==> src/rtl/wb_cmd_initiator.sv <==
// Wishbone classic initiator: accepts one command over valid/ready, runs a
// single read or write on the bus and hands the result back over valid/ready.
// A per-access ack timeout aborts the cycle if the slave never answers.
module wb_cmd_initiator #(
  parameter int AW      = 32,
  parameter int DW      = 32,
  parameter int TIMEOUT = 255
) (
  input  logic              wb_clk_i,
  input  logic              wb_rst_i,
  // command channel
  input  logic              cmd_valid_i,
  output logic              cmd_ready_o,
  input  logic              cmd_we_i,
  input  logic [AW-1:0]     cmd_adr_i,
  input  logic [DW-1:0]     cmd_dat_i,
  input  logic [DW/8-1:0]   cmd_sel_i,
  // response channel
  output logic              rsp_valid_o,
  input  logic              rsp_ready_i,
  output logic [DW-1:0]     rsp_dat_o,
  output logic              rsp_timeout_o,
  // Wishbone initiator side
  output logic              wb_cyc_o,
  output logic              wb_stb_o,
  output logic              wb_we_o,
  output logic [DW/8-1:0]   wb_sel_o,
  output logic [AW-1:0]     wb_adr_o,
  output logic [DW-1:0]     wb_dat_o,
  input  logic              wb_ack_i,
  input  logic [DW-1:0]     wb_dat_i
);

  localparam int SW = DW / 8;
  localparam int CW = (TIMEOUT < 1) ? 1 : $clog2(TIMEOUT + 1);
  // Counter value seen during the last permitted bus cycle.
  localparam logic [CW-1:0] CNT_LAST = (TIMEOUT == 0) ? '0 : CW'(TIMEOUT - 1);

  typedef enum logic [1:0] {
    IDLE = 2'd0,
    BUS  = 2'd1,
    RESP = 2'd2
  } state_t;

  state_t          state_q,     state_d;
  logic [CW-1:0]   cnt_q,       cnt_d;
  logic            cmd_ready_q, cmd_ready_d;
  logic            cyc_q,       cyc_d;
  logic            we_q,        we_d;
  logic [SW-1:0]   sel_q,       sel_d;
  logic [AW-1:0]   adr_q,       adr_d;
  logic [DW-1:0]   wdat_q,      wdat_d;
  logic            rsp_valid_q, rsp_valid_d;
  logic [DW-1:0]   rsp_dat_q,   rsp_dat_d;
  logic            rsp_to_q,    rsp_to_d;

  // Next-state and registered-output logic for the IDLE/BUS/RESP sequence.
  always_comb begin
    state_d     = state_q;
    cnt_d       = cnt_q;
    cyc_d       = cyc_q;
    we_d        = we_q;
    sel_d       = sel_q;
    adr_d       = adr_q;
    wdat_d      = wdat_q;
    rsp_valid_d = rsp_valid_q;
    rsp_dat_d   = rsp_dat_q;
    rsp_to_d    = rsp_to_q;

    case (state_q)
      IDLE: begin
        if (cmd_valid_i && cmd_ready_q) begin
          we_d    = cmd_we_i;
          adr_d   = cmd_adr_i;
          wdat_d  = cmd_dat_i;
          sel_d   = cmd_sel_i;
          cyc_d   = 1'b1;
          cnt_d   = '0;
          state_d = BUS;
        end
      end
      BUS: begin
        // An ack arriving on the expiry cycle still completes normally.
        if (wb_ack_i) begin
          cyc_d       = 1'b0;
          rsp_valid_d = 1'b1;
          rsp_to_d    = 1'b0;
          rsp_dat_d   = we_q ? '0 : wb_dat_i;
          state_d     = RESP;
        end else if ((TIMEOUT != 0) && (cnt_q == CNT_LAST)) begin
          cyc_d       = 1'b0;
          rsp_valid_d = 1'b1;
          rsp_to_d    = 1'b1;
          rsp_dat_d   = '0;
          state_d     = RESP;
        end else if (TIMEOUT != 0) begin
          cnt_d = cnt_q + CW'(1);
        end
      end
      RESP: begin
        if (rsp_valid_q && rsp_ready_i) begin
          rsp_valid_d = 1'b0;
          state_d     = IDLE;
        end
      end
      default: begin
        state_d = IDLE;
        cyc_d   = 1'b0;
      end
    endcase

    // Registered so it rises in the cycle right after the response handshake.
    cmd_ready_d = (state_d == IDLE);
  end

  // State and output registers; reset clears every output immediately.
  always_ff @(posedge wb_clk_i or posedge wb_rst_i) begin
    if (wb_rst_i) begin
      state_q     <= IDLE;
      cnt_q       <= '0;
      cmd_ready_q <= 1'b0;
      cyc_q       <= 1'b0;
      we_q        <= 1'b0;
      sel_q       <= '0;
      adr_q       <= '0;
      wdat_q      <= '0;
      rsp_valid_q <= 1'b0;
      rsp_dat_q   <= '0;
      rsp_to_q    <= 1'b0;
    end else begin
      state_q     <= state_d;
      cnt_q       <= cnt_d;
      cmd_ready_q <= cmd_ready_d;
      cyc_q       <= cyc_d;
      we_q        <= we_d;
      sel_q       <= sel_d;
      adr_q       <= adr_d;
      wdat_q      <= wdat_d;
      rsp_valid_q <= rsp_valid_d;
      rsp_dat_q   <= rsp_dat_d;
      rsp_to_q    <= rsp_to_d;
    end
  end

  assign cmd_ready_o   = cmd_ready_q;
  assign rsp_valid_o   = rsp_valid_q;
  assign rsp_dat_o     = rsp_dat_q;
  assign rsp_timeout_o = rsp_to_q;
  // Classic single access: strobe is asserted for the whole cycle.
  assign wb_cyc_o      = cyc_q;
  assign wb_stb_o      = cyc_q;
  assign wb_we_o       = we_q;
  assign wb_sel_o      = sel_q;
  assign wb_adr_o      = adr_q;
  assign wb_dat_o      = wdat_q;

endmodule

==> config.mk <==
export PLATFORM = sky130hd
export DESIGN_NAME = wb_cmd_initiator
export DESIGN_NICKNAME = d
export VERILOG_FILES = /design/src/rtl/wb_cmd_initiator.sv
export SDC_FILE = /design/constraint.sdc
export NUM_CORES = 1
export LEC_CHECK = 0
export ABC_CLOCK_PERIOD_IN_PS = 5050
export CORE_UTILIZATION = 55
export DETAILED_ROUTE_END_ITERATION = 10
export DONT_BUFFER_PORTS = 1
export GPL_ROUTABILITY_DRIVEN = 0
export PLACE_DENSITY = 0.67
export SYNTH_ARGS = -nofsm -noshare
export SYNTH_HDL_FRONTEND = slang
export SYNTH_SLANG_ARGS = --single-unit
==> constraint.sdc <==
create_clock -name wb_clk_i -period 5.05 [get_ports wb_clk_i]
set_input_delay 1.01 -clock wb_clk_i [delete_from_list [all_inputs] [get_ports wb_clk_i]]
set_output_delay 1.01 -clock wb_clk_i [all_outputs]
set_load 0.02 [all_outputs]
==> run_results.csv, run 1 <==
group,metric,value,unit
detailed_routing,firstDrtPassIters,4,
setup_path,crit_path_start,"cmd_ready_o",
setup_path,worstPathArrival,2.96,ns
clock_tree,clk_latency,0.49,ns
timing,drv_slew,0,
finish,area_delta_synth_final,14.6,%
setup_path,r2r_end,"cnt_q[7]",
power_and_ir_drop,power_leakage,2.56,nW
floorplan,num_io_pins,212,
finish,drive_gt1_frac,0.0889,
yosys,syn-num-nets,546,
timing,setup_violations,0,
power_and_ir_drop,ir_drop,340,uV
floorplan,rows,32,
detailed_routing,routedWlPerCell,16.6,microns
min_path,whs_path_depth,1,
detailed_routing,drt.antenna.violating_nets,0,
clock_tree,htree_levels,4,
setup_path,cp_max_fo,76,
detailed_routing,routed_wl,9140,microns
clock_tree,clk_pin_slew,0.05,ns
min_path,min_from,"cnt_q[0]",
grt,grt_overflow,0,
grt,grt_max_degree,81,
yosys,netlist_area,4380,sq um
yosys,yosysWarningCount,0,
power_and_ir_drop,p_clk_frac,0.283,
clock_tree,cts.hold.buffers_added,0,
grt,grt_pass1_wl,14400,microns
timing,slew_headroom,0.218,
power_and_ir_drop,powerDensity,794,nW/um^2
yosys,synth_cell_types,25,
timing,fin_crit_sh,0.504,
power_and_ir_drop,power.switching,1.63,mW
floorplan,dieArea,8320,sq um
floorplan,die_h,91.2,microns
grt,met3_usage,0.107,
detailed_routing,vias_per_cell,5.49,
timing,fmax,393,MHz
timing,hold_viol,0,
yosys,yosysSeqAreaShare,0.658,
timing,worst_pin_slew,1.17,ns
timing,final.setup_skew,0.00675,ns
finish,fin_nets,546,
grt,busiest_layer,"met2",
floorplan,die_w,91.2,microns
grt,grt_use_met2,0.354,
clock_tree,post_cts_resized,0,
timing,timing.hold.ws,0.563,ns
detailed_routing,vias,3031,
setup_path,r2r-start,"cmd_ready_o",
finish,antenna_cells,0,
clock_tree,cts.root.buffer_cell,"clkbuf_8",
power_and_ir_drop,p_int,2.35,mW
setup_path,max_stage_delay,0.58,ns
power_and_ir_drop,switching_share,0.409,
setup_path,ff2ff_path_depth,5,
yosys,syn_avg_cell_area,9.99,sq um
clock_tree,clockBufferDepth,2,
flow_run,max_cap_viol_count,0,
yosys,synth_seq_cells,115,
setup_path,cp-end-kind,"flip-flop",
setup_path,crit_chain,"and4bb_2, buf_4, o22ai_2, or4_1, a21oi_1",
setup_path,rrSetupSlack,2.51,ns
clock_tree,cts_num_sinks,115,
setup_path,cp_slowest_cell,"buf_4",
grt,grt_pass1_vias,2960,
clock_tree,cts_tree,"done",
timing,rsz0062_at_grt,"false",
place,dp_hpwl,6050,microns
run_status,status,"finished, final reports clean",
timing,fin_setup_tns,0,ns
setup_path,required,5.46,ns
power_and_ir_drop,seqPwrFrac,0.538,
clock_tree,cts_setup_buffers,0,
yosys,syn_inst,438,
power_and_ir_drop,p_comb_frac,0.179,
clock_tree,numCtsBuffers,17,
grt,grtUsageTotal,0.227,
min_path,hp-class,"reg2reg",
min_path,holdPathEnd,"cnt_q[0]",
setup_path,critPathLaunchType,"flip-flop",
grt,gr-usage-met1,0.273,
timing,fin_crit,2.54,ns
place,portBuffers,0,
setup_path,criticalPathCategory,"reg2reg",
detailed_routing,dr.first_iter.drc_count,113,
floorplan,core,7730,sq um
grt,antenna_found_initial,0,
floorplan,start_util,0.566,
detailed_routing,drc,0,
-- registers in the layout, indices dropped and copies added, names as in the netlist, 2 cells and up --
signal,cells
wb_adr_o,32
rsp_dat_o,32
state_q,2
wb_dat_o,32
cnt_q,8
wb_sel_o,4
-- cell usage in the layout (no fill, tap or decap), types with 2 or more instances in the layout --
cell,netlist,final
buf_4,1,4
nor2_1,3,2
o31ai_1,3,3
a21oi_1,8,8
a22o_1,32,32
o21ai_0,6,6
inv_1,5,4
clkinv_2,0,5
ha_1,2,2
clkinvlp_4,0,3
bufinv_16,0,2
nand4_1,3,3
clkbuf_16,0,16
dfrtp_1,115,115
or4_1,3,3
clkbuf_8,0,4
nor2b_1,2,2
nand3_1,4,3
nand2_1,219,219
or3_1,3,3
-- kinds of logic (layout without fill, tap and decap cells) --
kind of cell	Yosys count	after routing	synth area share
simple gates	241	241	0.219
flops	115	115	0.658
compound gates	52	52	0.0906
buf+inv	28	40	0.0269
fa+ha+maj	2	2	0.00572
-- worst max-delay path by stage --
stage	endpoint	depth (start not counted)
final	cnt_q[7]	5
after global routing	cnt_q[7]	5
after CTS	cnt_q[7]	5
after detailed placement	cnt_q[7]	5
after global placement	cnt_q[7]	5
after floorplan	cmd_ready_o	1
-- routing by layer --
| metal | part of all wire | routed length (microns) |
|---|---|---|
| met3 | 0.093 | 854 |
| met1 | 0.40 | 3680 |
| met2 | 0.49 | 4510 |
| met4 | 0.011 | 96 |
| met5 | 0 | 0 |
-- synth_stat cells --
master | number | area (sq um)
nand2_1 | 219 | 822
dfrtp_1 | 115 | 2880
a22o_1 | 32 | 280
clkbuf_1 | 10 | 37.5
a21oi_1 | 8 | 40.0
buf_2 | 7 | 35.0
o21ai_0 | 6 | 30.0
buf_1 | 5 | 18.8
inv_1 | 5 | 18.8
nand3_1 | 4 | 20.0
nand4_1 | 3 | 18.8
nor2_1 | 3 | 11.3
o31ai_1 | 3 | 22.5
or3_1 | 3 | 18.8
or4_1 | 3 | 22.5
ha_1 | 2 | 25.0
nor2b_1 | 2 | 12.5
a31oi_1 | 1 | 6.26
and3_1 | 1 | 6.26
and4bb_1 | 1 | 12.5
buf_4 | 1 | 7.51
nand2b_1 | 1 | 6.26
nor3b_1 | 1 | 7.51
o21ai_1 | 1 | 5.00
o22ai_2 | 1 | 12.5
-- metrics by stage --
stage / total power [mW] / worst slack [ns] / utilization / cells / instance area, sq um
2_1_floorplan: 2.66 / 0.996 / - / 438 / 4380
5_1_grt: 4.21 / 2.33 / 0.649 / 552 / 5010
3_3_place_gp: 2.84 / 2.03 / 0.576 / 521 / 4450
4_1_cts: 4.02 / 2.47 / 0.649 / 552 / 5010
3_5_place_dp: 2.88 / 2.01 / 0.576 / 521 / 4450
6_report: 3.98 / 2.51 / 0.649 / 552 / 5010
-- power groups by stage --
stage / combinational (mW) / sequential (mW) / clock (mW)
finish: 0.714 / 2.14 / 1.13
global route: 0.833 / 2.19 / 1.19
CTS: 0.732 / 2.14 / 1.15
detailed placement: 0.732 / 2.15 / 0
global placement: 0.692 / 2.15 / 0
floorplan: 0.620 / 2.04 / 0
-- area by class of cell --
| cell class | instances | area, sq um |
|---|---|---|
| fill | 619 | 2710 |
| sequential | 115 | 2880 |
| clock inverter | 10 | 108 |
| inverter | 5 | 21.3 |
| clock buffer | 21 | 459 |
| multi-input combinational | 295 | 1390 |
| tap | 102 | 128 |
| timing repair buffer | 4 | 30.0 |
-- worst max-delay path: cells and delay by family, from the launching register on --
family | cells | cell delay [ns]
AND/OR/NAND/NOR | 2 | 0.84
buffers and inverters | 1 | 0.58
AO/OA/AOI/OAI | 2 | 0.54
flip-flops | 1 | 0.50
(Power assumes the default switching activity.)
==> run 2, diff against run 1 <==
--- a/config.mk
+++ b/config.mk
@@ -5,12 +5,13 @@
 export SDC_FILE = /design/constraint.sdc
 export NUM_CORES = 1
 export LEC_CHECK = 0
-export ABC_CLOCK_PERIOD_IN_PS = 5050
+export ABC_AREA = 1
+export ABC_CLOCK_PERIOD_IN_PS = 2200
 export CORE_UTILIZATION = 55
 export DETAILED_ROUTE_END_ITERATION = 10
 export DONT_BUFFER_PORTS = 1
 export GPL_ROUTABILITY_DRIVEN = 0
-export PLACE_DENSITY = 0.67
+export PLACE_DENSITY = 0.7
 export SYNTH_ARGS = -nofsm -noshare
 export SYNTH_HDL_FRONTEND = slang
 export SYNTH_SLANG_ARGS = --single-unit
==> constraint.sdc (replaced) <==
create_clock -name wb_clk_i -period 2.2 [get_ports wb_clk_i]
set_input_delay 0.44 -clock wb_clk_i [delete_from_list [all_inputs] [get_ports wb_clk_i]]
set_output_delay 0.44 -clock wb_clk_i [all_outputs]
set_load 0.02 [all_outputs]
==> run 2 against run 1 <==
Net effect: critical path depth rose by 3; fmax rose by 41%; via count fell by 8.3%; critical path type unchanged; highest routed layer unchanged.
==> run_results.csv, run 2 <==
group,metric,value,unit
finish,post-route-util,0.655,
detailed_routing,vias,2778,
finish,post_layout_nonfiller_instances,512,
run_status,status,"finished, final reports clean",
yosys,synth_top_area_cell,"dfrtp_1",
finish,layout_common_cells,"122 x nand2_1, 115 x dfrtp_1, 59 x mux2_2",
setup_path,criticalPathCategory,"reg2reg",
power_and_ir_drop,power_leakage,2.56,nW
yosys,yosysSeqAreaShare,0.623,
yosys,synth_cell_types,27,
floorplan,core,8180,sq um
clock_tree,post_cts_resized,0,
yosys,yosysWarningCount,0,
place,dp.cells,479,
timing,fin_crit,1.80,ns
clock_tree,clk_latency,0.50,ns
detailed_routing,drc,0,
finish,area_delta_synth_final,16.0,%
setup_path,cp_max_fo,19,
clock_tree,clockBufferDepth,2,
yosys,synth_commonest_cells,"122 x nand2_1, 115 x dfrtp_1, 59 x mux2_2",
floorplan,num_io_pins,212,
place,place_area,4740,sq um
grt,grt_overflow,0,
floorplan,rows,33,
yosys,synthArstFlopShare,1.00,
floorplan,die_h,93.6,microns
detailed_routing,drt.antenna.violating_nets,0,
finish,drive_gt1_frac,0.305,
timing,fin_ws,0.398,ns
yosys,syn_inst,384,
yosys,synth.area.top_cells,"dfrtp_1 62%, mux2_2 14%, nand2_1 9.9%",
place,portBuffers,0,
setup_path,required,2.58,ns
detailed_routing,firstDrtPassIters,6,
detailed_routing,routedWlPerCell,18.7,microns
finish,fin_nets,502,
floorplan,start_util,0.565,
power_and_ir_drop,power,9.47,mW
place,dp_hpwl,6770,microns
yosys,synthFlopType,"dfrtp_1",
flow_run,max_cap_viol_count,0,
clock_tree,clk_pin_slew,0.06,ns
timing,fmax,555,MHz
finish,fin_area,5360,sq um
power_and_ir_drop,ir_drop,719,uV
yosys,netlist_area,4620,sq um
timing,slew_headroom,0.615,
clock_tree,htree_levels,4,
finish,antenna_cells,0,
timing,worst_pin_slew,0.577,ns
detailed_routing,dr.first_iter.drc_count,66,
timing,drv_slew,0,
timing,fin_setup_tns,0,ns
power_and_ir_drop,powerDensity,1770,nW/um^2
detailed_routing,vias_per_cell,5.43,
grt,grt_pass1_vias,2807,
clock_tree,numCtsBuffers,17,
grt,grt_pass1_wl,14600,microns
clock_tree,cts.root.buffer_cell,"clkbuf_8",
timing,hold_viol,0,
yosys,synth.top_cell.area_share,0.623,
setup_path,critPathLaunchType,"flip-flop",
timing,fin_crit_sh,0.819,
timing,timing.hold.ws,0.0576,ns
finish,n_fill_cell,646,
floorplan,die_w,93.6,microns
detailed_routing,routed_wl,9560,microns
setup_path,cp-end-kind,"flip-flop",
setup_path,worstPathArrival,2.18,ns
grt,antenna_found_initial,0,
grt,grt_max_degree,70,
yosys,synth.most_common_cell,"nand2_1",
floorplan,dieArea,8760,sq um
timing,setup_violations,0,
timing,final.setup_skew,0.00613,ns
min_path,hp-class,"in2reg",
yosys,syn_avg_cell_area,12.0,sq um
finish,layout_commonest_cell,"nand2_1",
place,dpl_worst_slack,0.403,ns
yosys,syn-num-nets,492,
timing,rsz0062_at_grt,"false",
grt,grtUsageTotal,0.227,
yosys,synth_seq_cells,115,
clock_tree,cts_num_sinks,115,
yosys,synth_edf_count,0,
clock_tree,cts_tree,"done",
==> run 2: cell count changes after synthesis, moves of 4 or more <==
cell      delta
clkbuf_1    -10
nand2_1     -97
inv_1        +8
mux2_4      +10
buf_1        -5
nand3_1      +7
a21oi_1      -6
o21ai_2      +4
buf_6        +4
mux2_2      +59
nor2_1       +5
a22o_1      -32
==> run 2: final cells by class <==
cell class,count,area [sq um],share of cell area
Clock buffer,18,428,0.0799
Timing Repair Buffer,8,100,0.0187
Sequential cell,115,2880,0.537
Multi-Input combinational cell,237,1580,0.295
Tap cell,105,131,0.0245
Inverter,15,60.1,0.0112
Clock inverter,14,179,0.0334
==> run 2: logic make-up after synthesis <==
family / after synthesis / share of synthesized area
AOI/OAI and AO/OA: 15 / 0.0230
adders and majority gates: 2 / 0.00542
and+or+nand+nor: 150 / 0.132
buffers and inverters: 32 / 0.0382
DFF: 115 / 0.623
muxes: 69 / 0.176
xor gates and xnor gates: 1 / 0.00190
==> run 2: path summary, 6_finish.rpt <==
path | slack, ns | depth (start not counted) | endpoint | from
worst max-delay path | 0.40 | 8 | rsp_dat_o[24] | cnt_q[0]
worst min-delay path | 0.06 | 2 | rsp_dat_o[11] | wb_dat_i[11]
worst max register to register | 0.40 | 8 | rsp_dat_o[24] | cnt_q[0]
worst min register to register | 0.54 | 2 | cnt_q[0] | cnt_q[0]
max in group asynchronous | 1.16 | 3 | cnt_q[3] | wb_rst_i
min in group asynchronous | 0.52 | 3 | wb_dat_o[22] | wb_rst_i
==> run 2: per-layer routing <==
metal,vias to the layer above,routed length [microns],track usage
met1,1350,3550,0.255
met4,0,123,0.0846
met3,14,863,0.0837
li1,1276,-,-
met2,138,5030,0.394
met5,-,0,0
==> run 2: what timing repair did <==
item	CTS	global route
hold buffers	1	0
hold endpoints to repair	69	0
setup buffers	0	0
==> run 2: critical path, cell delays in order (launching register included) <==
cell and delay (ns):
dfrtp_1 0.40, inv_1 0.11, ha_1 0.15, inv_1 0.03, nor2_1 0.28, a31oi_4 0.28
buf_4 0.29, nand2_1 0.09, nand2_1 0.06
==> run 2: report_power, final <==
group	internal, mW	total (mW)	switching (mW)
sequential	3.04	4.85	1.81
combinational	0.999	1.87	0.871
clock	1.77	2.75	0.981
